**config.mk**
```make
export PLATFORM = sky130hd
export DESIGN_NAME = btb_update_ctrl
export DESIGN_NICKNAME = d
export VERILOG_FILES = /design/src/rtl/btb_update_ctrl.sv
export SDC_FILE = /design/constraint.sdc
export NUM_CORES = 1
export LEC_CHECK = 0
export CORE_MARGIN = 3
export CORE_UTILIZATION = 25
export CTS_CLUSTER_DIAMETER = 200
export DETAILED_ROUTE_END_ITERATION = 10
export PLACE_DENSITY = 0.55
export SETUP_SLACK_MARGIN = 0.3
export SYNTH_ARGS = -nofsm -noshare
export SYNTH_HDL_FRONTEND = slang
export SYNTH_SLANG_ARGS = --single-unit
```
**constraint.sdc**
```tcl
create_clock -name clk -period 3.25 [get_ports clk]
set_input_delay 0.65 -clock clk [delete_from_list [all_inputs] [get_ports clk]]
set_output_delay 0.65 -clock clk [all_outputs]
set_load 0.01 [all_outputs]
```
**src/rtl/btb_update_ctrl.sv**
```systemverilog
// BTB update writer: mispredict detection with a registered fetch redirect, plus a
// filtered update FIFO drained one entry per cycle. Optional statistics: BTB_UPD_STATS_EN.
module btb_update_ctrl #(
  parameter int DEPTH = 4,
  parameter int CNT_W = 32
) (
  input  logic             clk,
  input  logic             rst_n,
  input  logic             flush_i,
  input  logic             res_valid_i,
  output logic             res_ready_o,
  input  logic [31:0]      res_pc_i,
  input  logic [31:0]      res_target_i,
  input  logic             res_taken_i,
  input  logic             res_is_branch_i,
  input  logic             res_pred_hit_i,
  input  logic             res_pred_taken_i,
  input  logic [31:0]      res_pred_tgt_i,
  output logic             mispredict_o,
  output logic [31:0]      redirect_pc_o,
  input  logic             upd_hold_i,
  output logic             update_valid_o,
  output logic [31:0]      update_pc_o,
  output logic [31:0]      update_target_o,
  output logic             update_taken_o,
  output logic             update_is_branch_o,
  output logic [CNT_W-1:0] stat_branches_o,
  output logic [CNT_W-1:0] stat_mispred_o
);
  localparam int IDX_W = $clog2(DEPTH);

  typedef struct packed {
    logic [31:0] pc;
    logic [31:0] target;
    logic        taken;
    logic        is_branch;
  } upd_t;

  upd_t             mem [DEPTH];
  logic [IDX_W-1:0] wr_ptr, rd_ptr;
  logic [IDX_W:0]   count;
  logic             full, empty, accept, push, pop, mispred;
  logic [31:0]      redirect_nxt;

  // The flush cause is the resolving branch itself, so flush carries no extra information here.
  logic unused_flush;
  assign unused_flush = flush_i;

  assign full         = (count == (IDX_W+1)'(DEPTH));
  assign empty        = (count == '0);
  assign res_ready_o  = !full;
  assign accept       = res_valid_i && !full;
  // Not-taken with no BTB entry: nothing to allocate or train.
  assign push         = accept && (res_taken_i || res_pred_hit_i);
  assign pop          = !empty && !upd_hold_i;
  assign mispred      = (res_pred_taken_i != res_taken_i) ||
                        (res_taken_i && (res_pred_tgt_i != res_target_i));
  assign redirect_nxt = res_taken_i ? res_target_i : res_pc_i + 32'd4;

  always_ff @(posedge clk) begin
    if (push) mem[wr_ptr] <= '{res_pc_i, res_target_i, res_taken_i, res_is_branch_i};
  end

  always_ff @(posedge clk) begin
    if (!rst_n) begin
      wr_ptr <= '0;
      rd_ptr <= '0;
      count  <= '0;
    end else begin
      if (push) wr_ptr <= wr_ptr + IDX_W'(1);
      if (pop)  rd_ptr <= rd_ptr + IDX_W'(1);
      unique case ({push, pop})
        2'b10:   count <= count + (IDX_W+1)'(1);
        2'b01:   count <= count - (IDX_W+1)'(1);
        default: ;
      endcase
    end
  end

  always_ff @(posedge clk) begin
    if (!rst_n) begin
      mispredict_o  <= 1'b0;
      redirect_pc_o <= '0;
    end else begin
      mispredict_o  <= accept && mispred;
      redirect_pc_o <= (accept && mispred) ? redirect_nxt : 32'd0;
    end
  end

  always_ff @(posedge clk) begin
    if (!rst_n) begin
      update_valid_o     <= 1'b0;
      update_pc_o        <= '0;
      update_target_o    <= '0;
      update_taken_o     <= 1'b0;
      update_is_branch_o <= 1'b0;
    end else begin
      update_valid_o <= pop;
      if (pop) begin
        update_pc_o        <= mem[rd_ptr].pc;
        update_target_o    <= mem[rd_ptr].target;
        update_taken_o     <= mem[rd_ptr].taken;
        update_is_branch_o <= mem[rd_ptr].is_branch;
      end
    end
  end

`ifdef BTB_UPD_STATS_EN
  always_ff @(posedge clk) begin
    if (!rst_n) begin
      stat_branches_o <= '0;
      stat_mispred_o  <= '0;
    end else begin
      if (accept && (stat_branches_o != '1))           stat_branches_o <= stat_branches_o + CNT_W'(1);
      if (accept && mispred && (stat_mispred_o != '1)) stat_mispred_o  <= stat_mispred_o + CNT_W'(1);
    end
  end
`else
  assign stat_branches_o = '0;
  assign stat_mispred_o  = '0;
`endif

endmodule

```
Word-level counts from Yosys, hierarchy flattened
Memories as Yosys holds them, arrays and structs flattened. A register that Yosys moved wholly into a read port is not among the register bits.
Index checks and enable logic that the tools add are counted.
{ "word_totals": {"reg_bits": 41, "latchBits": 0, "ramBits": 264, "romBits": 0, "input_bits": 105, "output_inout_bits": 165, "elab_cells": 35, "memories": 1} }
{ "op_classes": {"addsub": 5, "n_mul": 0, "div": 0, "n_lt_le_gt_ge": 0, "eq_ne": 5, "shifts": 0, "mux": 4, "bitwise_logic": 0, "n_reduce_logical": 14} }
{ "memory_table": {"columns": ["memory", "words", "word_bits", "read_ports", "rd_ports_with_merged_regs", "wr", "line_no", "text"], "rows": [
  ["mem", 4, 66, 1, 1, 1, "39", "upd_t mem [DEPTH];"]
]} }
{ "op_table": {"columns": ["operator", "count"], "rows": [
  ["32-bit by 3-bit adder with 32-bit output (second input constant)", 1],
  ["32-bit 2-to-1 mux", 1],
  ["32-bit inequality test", 1],
  ["3-bit one-hot mux with 2 select lines", 1],
  ["1-bit logical AND", 5],
  ["2-bit by 1-bit adder with 2-bit output (second input constant)", 2],
  ["1-bit zero test", 4],
  ["3-bit by 1-bit adder with 3-bit output (second input constant)", 1],
  ["3-bit equality test (second input constant)", 1],
  ["3-bit zero test", 1],
  ["3-bit by 1-bit subtractor with 3-bit output (second input constant)", 1],
  ["2-bit by 1-bit equality test with 1-bit output (second input constant)", 1],
  ["2-bit equality test (second input constant)", 1],
  ["1-bit logical OR", 2],
  ["1-bit 2-to-1 mux", 2],
  ["2-bit AND reduction", 1],
  ["2-bit nonzero test", 1],
  ["1-bit inequality test", 1]
]} }

Depth between registers and ports, before layout
Gate-level depths: netlist (run 1).
{ "logic_depth": {"depth_word": 6, "depth_mapped": 11, "depth_no_buf": 10} }

Worst setup path before layout (run 1)
No wires, ideal clock.
{ "synth_timing": {"path_type": "input to register", "from": "in res_valid_i", "to": "mem mem[0][0] in the netlist's numbering (enable)", "setup_ns": 0.431, "arrival_time_ns": 2.570, "required_time_ns": 2.819, "slack_ns": 0.249, "path_stages": 3, "path_buffers": 0, "path_cell_list": "and2_1 o21a_1 and2_1"} }
{ "synth_via": {"elab_chain_cells": 4} }
{ "synth_rtl": {"columns": ["element", "line_no", "text"], "rows": [
  ["start, declared", "10", "input logic res_valid_i,"],
  ["1-bit logical AND", "52", "assign accept = res_valid_i && !full;"],
  ["1-bit logical AND", "54", "assign push = accept && (res_taken_i || res_pred_hit_i);"],
  ["1-bit 2-to-1 mux", "61", "if (push) mem[wr_ptr] <= '{res_pc_i, res_target_i, res_taken_i, res_is_branch_i};"],
  ["1-bit 2-to-1 mux (not written as such)", "61", null],
  ["end, declared", "39", null]
]} }
No other way between the ends.

Final worst setup path (run 1)
{ "layout_timing": {"from": "reg count[2]", "to": "reg count[2]"} }
{ "layout_via": {"elab_chain_cells": 6, "word_cells_on_any_way": 13, "cone_classes": "add/sub (2); eq/ne (3); mux (1); reduce/logical (7)"} }
{ "layout_rtl": {"columns": ["element", "line_no", "text"], "rows": [
  ["start, declared", "41", "logic [IDX_W:0] count;"],
  ["start signal, assigned", "73", "2'b10: count <= count + (IDX_W+1)'(1);"],
  ["start signal, assigned", "74", "2'b01: count <= count - (IDX_W+1)'(1);"],
  ["3-bit equality test", "49", "assign full = (count == (IDX_W+1)'(DEPTH));"],
  ["1-bit zero test", "52", null],
  ["1-bit logical AND", "52", null],
  ["1-bit logical AND", "54", null],
  ["2-bit by 1-bit equality test with 1-bit output or 2-bit equality test (tied branches)", "72", "unique case ({push, pop})"],
  ["3-bit one-hot mux with 2 select lines or 2-bit nonzero test (tied branches)", null, null]
]} }
Several ways; a longest one is shown, not always the timed one.
A chain may end at the register's enable or synchronous reset.

==> results of run 1 <==
==> how the worst max path moves through the flow <==
stage / startpoint / cells after the start / end
CTS: count[0]$_SDFFE_PN0P_ / 10 / count[2]$_SDFFE_PN0P_
finish: count[2]$_SDFFE_PN0P_ / 10 / count[2]$_SDFFE_PN0P_
global route: count[2]$_SDFFE_PN0P_ / 10 / count[2]$_SDFFE_PN0P_
global placement: res_pc_i[2] / 7 / redirect_pc_o[20]$_SDFF_PN0_
floorplan: upd_hold_i / 10 / count[2]$_SDFFE_PN0P_
detailed placement: res_pc_i[2] / 7 / redirect_pc_o[20]$_SDFF_PN0_
==> metal layers <==
layer	GRT usage (%)	vias up
met5	0	-
met4	3.83	2
met3	2.93	50
met2	23.1	293
met1	18.3	4490
li1	-	4100
==> layout by cell type, fill, tap and decap left out, types with 3 or more instances in the layout <==
| cell | n |
|---|---|
| nand3_1 | 13 |
| clkinv_1 | 7 |
| clkbuf_16 | 45 |
| clkbuf_1 | 9 |
| edfxtp_1 | 264 |
| buf_12 | 13 |
| mux4_2 | 66 |
| a2111oi_2 | 14 |
| clkdlybuf4s50_1 | 203 |
| a2111oi_0 | 4 |
| buf_4 | 54 |
| inv_1 | 6 |
| conb_1 | 64 |
| nor2_1 | 27 |
| nor4_1 | 8 |
| clkinvlp_4 | 3 |
| nor3_1 | 17 |
| ha_1 | 6 |
| and3_1 | 5 |
| xor2_1 | 49 |
| and2_4 | 4 |
| dfxtp_1 | 105 |
| nand2_1 | 145 |
| a21oi_1 | 4 |
| mux2i_1 | 9 |
| xnor2_1 | 16 |
| a21boi_0 | 68 |
| clkinv_2 | 6 |
| and2_1 | 9 |
| bufinv_16 | 4 |
| nand4_1 | 12 |
==> power by group <==
| group | internal (mW) | switching [mW] | total [mW] |
|---|---|---|---|
| registers | 5.61 | 0.230 | 5.84 |
| logic | 1.53 | 1.65 | 3.19 |
| clock network | 2.91 | 1.97 | 4.88 |
==> final cells by class <==
cell class | count | area (sq um)
Inverter | 8 | 30.0
Sequential cell | 371 | 10100
Timing Repair Buffer | 271 | 2700
Clock inverter | 24 | 246
Clock buffer | 56 | 1190
Antenna cell | 2 | 5.00
Tap cell | 773 | 967
Multi-Input combinational cell | 563 | 4550
Fill cell | 5790 | 39600
==> logic make-up (layout without fill, tap and decap cells) <==
family	Yosys count	after routing
xor+xnor	65	65
compound gates	96	96
flops	371	371
simple gates	256	256
buf+inv	122	359
other cells	1	66
fa+ha+maj	7	7
mux	75	75
==> per-stage QoR <==
stage               cell area (sq um)  utilization, %  setup WS (ns)  total power [mW]
floorplan                       15300               -          0.538              7.74
global placement                18300            30.9          0.201              9.22
detailed placement              18300            30.9          0.184              9.27
CTS                             19800            33.3          0.611              14.2
global route                    19800            33.3          0.482              14.6
finish                          19800            33.3          0.609              13.9
==> synth_stat cells (2+ instances only) <==
library cell | count | area share, %
a2111oi_0 | 4 | 0.23
a2111oi_2 | 14 | 1.4
a21boi_0 | 68 | 3.4
a21oi_1 | 4 | 0.13
and2_1 | 13 | 0.54
and3_1 | 5 | 0.21
and3_2 | 2 | 0.10
and4_4 | 2 | 0.15
buf_1 | 2 | 0.050
buf_2 | 13 | 0.43
buf_4 | 65 | 3.2
clkbuf_1 | 32 | 0.80
clkbuf_2 | 2 | 0.066
clkinv_1 | 2 | 0.050
dfxtp_1 | 107 | 14
edfxtp_1 | 264 | 53
ha_1 | 6 | 0.50
inv_1 | 6 | 0.15
mux2i_1 | 9 | 0.60
mux4_2 | 66 | 9.9
nand2_1 | 145 | 3.6
nand3_1 | 13 | 0.43
nand4_1 | 12 | 0.50
nand4_4 | 2 | 0.28
nor2_1 | 27 | 0.67
nor3_1 | 17 | 0.56
nor3_2 | 2 | 0.13
nor4_1 | 8 | 0.33
nor4_4 | 2 | 0.28
o21ai_0 | 2 | 0.066
xnor2_1 | 16 | 0.93
xor2_1 | 49 | 2.8
==> sequential cells by signal (all words and copies together), names as in the netlist <==
name                cells
update_is_branch_o      1
mispredict_o            1
rd_ptr                  2
update_pc_o            32
redirect_pc_o          32
wr_ptr                  2
update_target_o        32
count                   3
update_taken_o          1
update_valid_o          1
mem                   264
==> worst min-delay path, cell delays in order (launching register included) <==
cell	delay (ns)
dfxtp_1	0.31
nand2_1	0.05
a21boi_0	0.06
==> results.md, run 1 <==
* completed — outcome
* 43 — TritonCTS buffer count
* 89 — count of standard-cell rows
* 204 — Buffers on Ports
* 0.379 GHz — upper clock frequency limit
* 31.0% — area grow syn2layout
* 37.7% — Max transition margin
* 0% — Post-synth ARST share
* 19600 microns — met1 layer wirelength in the final routing
* 15.2 sq um — post-synthesis area per instance
* 3.73 ns — required time at the endpoint of the critical path
* 5 — first-pass iteration count of the detailed router
* 252 microns — die width
* 0 — Hold Vio Cnt, Final
* 0.463 ns — WHS
* multiplexers — dominant combinational cell family by area after synthesis
* 63300 microns — first-pass GRT wire length
* 1986 — number of placed instances with taps included
* 2.64 ns — Final min period
* 3 — Max clock buf depth
* 993 — number of cells produced by synthesis
* 8.18% — simple-gate share of the synthesized area
* simple AND/OR/NAND/NOR gates — largest delay contributor family on the critical path
* register — Worst Setup Start Kind
* or3b_2 — critical path's slowest cell
* 0 — pins over their slew limit
* 0 ns — final setup TNS
* 18.0% — fraction of final layout cells sized beyond drive strength 1
* inv_1 — most used cell, CP
* 2 — initial antenna violation count
* register — type of destination of the critical path
* 0 — count of synthesis-stage warnings from yosys
* 5.41% — compound-gate portion of the synthesized area
* 0.0151 sq mm — combined area of all synthesized cells
* 489 — initial detailed-routing violation count
* 0.521 mV — worst IR drop on VDD
* 0 — Final Setup Violations
* 4.32 — vias per inst
* 0.61 ns — minimum setup slack among reg-to-reg paths
* 0 — number of nets still failing antenna checks after routing
* 0.0310 ns — maximum clock skew at final layout
* 0.06 ns — clock-pin slew on the worst setup and hold paths
* 25.4% — Starting Density
* 2 — cell count of the worst hold path
* 6.55 nW — leak pwr
* 0 — number of buffers inserted to repair setup after CTS
* 371 — sink count of the clock tree
* 0.750 — GPL Wtd Cong
* 0.48 ns — highest cell delay on the worst timing path
* reg2reg — path class of the lowest-slack min-delay path
* 3.12 ns — Crit path arrival time
* 2068 — count of placed standard cells in the final layout, fillers left out
* count[2]$_SDFFE_PN0P_ — launching point of the worst reg2reg path
* 371 — flops & latches, synth
* 1370 — net count reported at finish
* 21100 microns — met2 WL post-DR
* 0.57 ns — insertion delay to the later sink of the worst-skew pair
* 3.77% — share of the synthesized netlist area taken by xor and xnor gates
* 10.5% — mux contribution to synthesized area
* 0 — count of unresolved DRC violations after routing
* 0.0633 sq mm — total die area
* edfxtp_1 — most instantiated flip-flop cell in the synthesis netlist
* 0.0594 sq mm — area inside the core boundary
* 29700 microns — DP Wirelength
* or3b_2, and2_1, o21a_1, inv_1, ha_1, inv_1, fa_1, xor2_1, or3_1, a21boi_0 — sequence of cells on the critical path
* 4 — maximum fanout count along the critical path
* reg2reg — category of the critical setup timing path
* done — clock tree from TritonCTS
* 44100 microns — total wirelength of the detailed-routed design
* 704 mW/mm^2 — power density over the cells
* update_target_o[11]$_SDFFE_PN0P_ — Worst Hold Launch
* count[2]$_SDFFE_PN0P_ — Crit Reg-Reg Endpoint
* 270 — I/O pin count
* 8935 — vias post-DR
* 0 — Post-CTS Hold Fix Bufs
* 13.9% — global-route usage over all layers
* met5 — uppermost signal routing layer after detailed routing
* 21.3 microns — Routed wire per std cell
* 2 — sum of buffers and inverters on the critical path
* 264 — number of enable flip-flop cells after synthesis
* 252 microns — Die Ht
* 75 — largest net degree at the start of global routing
* update_target_o[11]$_SDFFE_PN0P_ — hold worst-path end
* 66.8% — share of the yosys chip area belonging to registers
* 0 — overflow left after global routing
* 2 — H-Tree Level Count
* 2620 microns — Routed met3 length
* no — unrepaired setup endpoints after global routing
* 44 — count of cell types in the netlist
* 10 — worst r2r path cells
* 0.630% — post-synthesis adder-cell area fraction
* clkbuf_16 — Clock Root Buffer
* 81.3% — Final Cycle Share
* 0.935 ns — worst slew pin tran
* 9202 — vias in the first global route
* 0 — cts repair resizes
* 0 — number of max-cap violations
Note: power is estimated with default switching activity, not from simulation.
==> inputs of run 2 (changes only) <==
- PLACE_DENSITY: 0.55 -> 0.57
- clock period: 3.25 -> 2.3 ns (I/O delays scaled with it)
==> run 2 against run 1 <==
Effect of this change:
- via count is 3.4% higher
- sequential power is 42% higher
- die area stayed put
- first-iteration DRC count is 5.1% lower
- critical path type unchanged
- worst hold slack worse by 0.15 ns
- clock skew is 0.014 ns lower
- design area is 4.0% higher
- flip-flop and latch count stayed put
- utilization is 1.3 points higher
- cell count is 3.3% higher
- power is 40% higher
==> results.md, run 2 (synthesis results as in run 1) <==
* completed — outcome
* 0 — count of unresolved DRC violations after routing, unchanged
* 2.76 ns — required time at the endpoint of the critical path, -0.97 ns
* 0.0594 sq mm — area inside the core boundary, unchanged
* done — clock tree from TritonCTS
* 0.313 ns — WHS, -0.151 ns
* 270 — I/O pin count, unchanged
* 2.67 ns — Crit path arrival time, -0.45 ns
* 0.0101 sq mm — FF+latch area, about the same
* 0 — Hold Vio Cnt, Final, unchanged
* 2.20 ns — Final min period, -0.436 ns
* 204 — Buffers on Ports, unchanged
* 0.53 ns — insertion delay to the later sink of the worst-skew pair, -0.04 ns
* 0 — overflow left after global routing, unchanged
* 0.621 ns — worst slew pin tran, -0.314 ns
* 75 — largest net degree at the start of global routing, unchanged
* 0.06 ns — clock-pin slew on the worst setup and hold paths, about the same
* yes — unrepaired setup endpoints after global routing
* 0.1 ns — minimum setup slack among reg-to-reg paths, -0.51 ns
* res_pc_i[2] — Worst Hold Launch
* count[0]$_SDFFE_PN0P_ — launching point of the worst reg2reg path
* 0 — Post-CTS Hold Fix Bufs, unchanged
* 21.2 microns — Routed wire per std cell, -0.71%
* edfxtp_1 — most frequent standard cell in the layout excluding fill and tap cells
* 45300 microns — total wirelength of the detailed-routed design, +2.6%
* 0.509 mV — worst IR drop on VDD, -2.3%
* 0.0174 ns — maximum clock skew at final layout, -0.0136 ns
* 0.00470 sq mm — combined area of the multi-input logic cells, +3.5%
* 371 — sink count of the clock tree, unchanged
* 4 — first-pass iteration count of the detailed router, -1
* register — type of destination of the critical path
* 13.8% — global-route usage over all layers, -0.062 points
* 21500 microns — met2 WL post-DR, +2.1%
* 1444 — net count reported at finish, +5.4%
* 7.19 nW — leak pwr, +9.8%
* 58.6% — Max transition margin, +21 points
* 36.3% — area grow syn2layout
* register — Worst Setup Start Kind
* 0.454 GHz — upper clock frequency limit, +20%
* 9237 — vias post-DR, +3.4%
* 0.0633 sq mm — total die area, unchanged
* 252 microns — Die Ht, unchanged
* 0 — number of nets still failing antenna checks after routing, unchanged
* 5774 — number of fillers in the final layout, -0.28%
* 464 — initial detailed-routing violation count, -5.1%
* 2 — maximum fanout count along the critical path, -2
* 4 — initial antenna violation count, +2
* 3270 microns — Routed met3 length, +25%
* 944 mW/mm^2 — power density over the cells, +34%
* 25.4% — Starting Density, unchanged
* 0.0206 sq mm — cell area after layout, +4.0%
* clkbuf_16 — Clock Root Buffer
* 3 — Max clock buf depth, unchanged
* 0 — number of max-cap violations, unchanged
* reg2reg — category of the critical setup timing path
* 24.2% — fraction of final layout cells sized beyond drive strength 1, +6.1 points
* met5 — uppermost signal routing layer after detailed routing
* 19.4 mW — overall power, +40%
* 2 — H-Tree Level Count, unchanged
* 0.747 — GPL Wtd Cong, -0.45%
* count[0]$_SDFFE_PN0P_ — crit path from
* in2reg — path class of the lowest-slack min-delay path
* 95.9% — Final Cycle Share, +15 points
* 89 — count of standard-cell rows, unchanged
* 40 — TritonCTS buffer count, -7.0%
* 19600 microns — met1 layer wirelength in the final routing, +0.14%
* edfxtp_1 (264), clkdlybuf4s50_1 (173), nand2_1 (145), buf_4 (117), dfxtp_1 (101) — commonest cells after routing, fill and taps aside
* 0 — pins over their slew limit, unchanged
* 0 — Final Setup Violations, unchanged
* 2137 — count of placed standard cells in the final layout, fillers left out, +3.3%
* 0.0189 sq mm — DP Area, +2.9%
* 252 microns — die width, unchanged
* 4.32 — vias per inst, about the same
* 64100 microns — first-pass GRT wire length, +1.3%
* mem — register name with the most flops
* 264 — flip-flop count of the largest register, all copies and words added, unchanged
* 2045 — number of placed instances with taps included, +3.0%
* 31700 microns — DP Wirelength, +6.4%
* 9519 — vias in the first global route, +3.4%
## run 2: area by class of cell
| type | instances | area share, % |
|---|---|---|
| repair buffers | 348 | 17.0 |
| diodes | 2 | 0.0243 |
| inverters | 8 | 0.164 |
| multi-input cells | 563 | 22.9 |
| flip-flops and latches | 371 | 49.1 |
| clock inverters | 15 | 0.670 |
| clock buffers | 57 | 5.53 |
| well taps | 773 | 4.71 |
## run 2: routing by layer
metal  vias to the layer above  global-route usage [%]
met1                      4621                    17.8
met3                        57                    3.88
met5                         -                       0
met2                       306                    23.0
li1                       4251                       -
met4                         2                    3.50
## run 2: metrics by stage
step	worst slack (ns)	setup TNS [ns]	util (%)
finish	0.0950	0	34.6
detailed placement	-0.498	-15.15	31.8
CTS	0.0601	0	34.0
floorplan	0.113	0	-
global placement	-0.517	-16.29	31.8
global route	0.0121	0	34.6
## run 2: path summary, 6_finish.rpt
kind	end	cells after the start
hold reg to reg	update_target_o[0]$_SDFFE_PN0P_	2
setup reg to reg	count[2]$_SDFFE_PN0P_	10
hold / removal	mem[2][36]$_DFFE_PP_	2
setup / recovery	count[2]$_SDFFE_PN0P_	10
## run 2: worst max-delay path: stages (launching register included)
cell and delay [ns]:
dfxtp_1 0.31, or3b_4 0.40, and2_4 0.15, o21a_4 0.13
inv_4 0.06, ha_4 0.12, inv_2 0.04, fa_2 0.34
xor2_1 0.15, or3_1 0.30, a21boi_1 0.13
## run 2: where the power goes
part / internal [mW] / total, mW / switching [mW]
Combinational: 2.44 / 4.84 / 2.40
Clock: 3.67 / 6.27 / 2.60
Sequential: 7.92 / 8.30 / 0.373
Total: 14.0 / 19.4 / 5.37
## run 2: repair_timing
item                                    4_1_cts  5_1_grt
pin swaps                                     2       18
endpoints found under the setup margin       42      117
hold endpoints to repair                      0        0
buffers inserted                              5        7
gates cloned                                  0        6
gates resized for setup                      17       49
==> inputs of run 3 (changes only) <==
- CAP_MARGIN: not set -> 30
==> results of run 3 <==
Final layout, timing and power as in run 2 (identical DEF).
==> RTL edit (settings of run 1) <==
`DEPTH`: 4 -> 8.
--- a/src/rtl/btb_update_ctrl.sv
+++ b/src/rtl/btb_update_ctrl.sv
@@ -1,7 +1,7 @@
 // BTB update writer: mispredict detection with a registered fetch redirect, plus a
 // filtered update FIFO drained one entry per cycle. Optional statistics: BTB_UPD_STATS_EN.
 module btb_update_ctrl #(
-  parameter int DEPTH = 4,
+  parameter int DEPTH = 8,
   parameter int CNT_W = 32
 ) (
   input  logic             clk,
Function: same outputs for any inputs over 4 cycles, from zero or initial values and one cycle with rst_n low; that may be too few to reach the edited logic, so the function may still have changed.
==> RTL edit against run 1 <==
Sequential cell count grew 267. Setup slack lost 0.098 ns. Sequential power grew 70%. Wire length grew 64%. Maximum frequency shrank 3.6%. Sequential share of layout area grew 5.7 points. Power grew 57%. Final area grew 61%. Clock power grew 56%. Critical path type unchanged. Clock skew shrank 0.0079 ns. Synthesized area grew 67%.
==> RTL edit: results (changes against run 1) <==
- Status: complete, no violations
- Row Count: 115 (+29%)
- Synth top area cells: edfxtp_1, mux4_2, dfxtp_1, mux2i_1, o211a_1
- Ant. Diodes: 1 (-1)
- Sequential fraction of the synthesis area: 0.716 (+0.0485)
- Slew Limit Headroom: 0.445 (+0.0680)
- R2R Path Start: count[0]
- First-pass GRT wire length: 102000 um (+61%)
- Multi-input comb cells: 637 (+13%)
- Mux contribution to synthesized area: 0.148 (+0.0435)
- Critical Path Sink: count[3]
- Pin count of the biggest net entering global routing: 137 (+83%)
- Clock sinks: 638 (+72%)
- Max reg flops: 528 (+100%)
- Synth Area in Adders: 0.00377 (-0.00253)
- DP HPWL: 48300 um (+62%)
- Share of layout cells above drive strength 1: 0.219 (+0.0389)
- Xor-xnor portion of the synthesized cell area: 0.0233 (-0.0145)
- Hold WS: 0.421 ns (-0.0423 ns)
- Met2 usage: 0.212 (-0.0199)
- GRT Total Usage: 0.137 (-0.00202)
- Hold_sp: rst_n
- CLK BUF: 95 (+70%)
- Worst skew pair latency: 0.60 ns (+0.03 ns)
- Hold EP: redirect_pc_o[28]
- Met1 usage: 0.189 (+0.00592)
- Net count, final: 1782 (+30%)
- H-tree depth: 3 (+1)
- Fraction of area in clock buffers and inverters: 0.0696 (-0.00295)
- Buffers excl. clock: 316 (+17%)
- Layout fillers: 9490 (+64%)
RTL edit: worst max-delay path: cells and delay by family, from the launching register on:
| kind | cells | cell delay [ns] |
|---|---|---|
| compound gates | 4 | 0.60 |
| xor+xnor | 1 | 0.09 |
| simple gates | 3 | 1.14 |
| fa+ha+maj | 2 | 0.47 |
| flops | 1 | 0.36 |
RTL edit: per-layer routing:
| layer | up-vias | part of all wire |
|---|---|---|
| met4 | 4 | 0.015 |
| met3 | 82 | 0.091 |
| li1 | 5915 | - |
| met1 | 7062 | 0.44 |
| met5 | - | 0.00039 |
| met2 | 544 | 0.45 |
RTL edit: per-stage QoR:
step / setup WS (ns) / utilization / cells
final: 0.511 / 0.321 / 3013
after global routing: 0.325 / 0.321 / 3012
after global placement: 0.0274 / 0.299 / 2886
after CTS: 0.465 / 0.321 / 3012
after floorplan: -0.287 / - / 1421
after detailed placement: 0.0181 / 0.299 / 2886
RTL edit: report_power, final:
part	switching, mW	internal [mW]
clock network	3.15	4.48
registers	0.373	9.55
logic	2.15	2.16
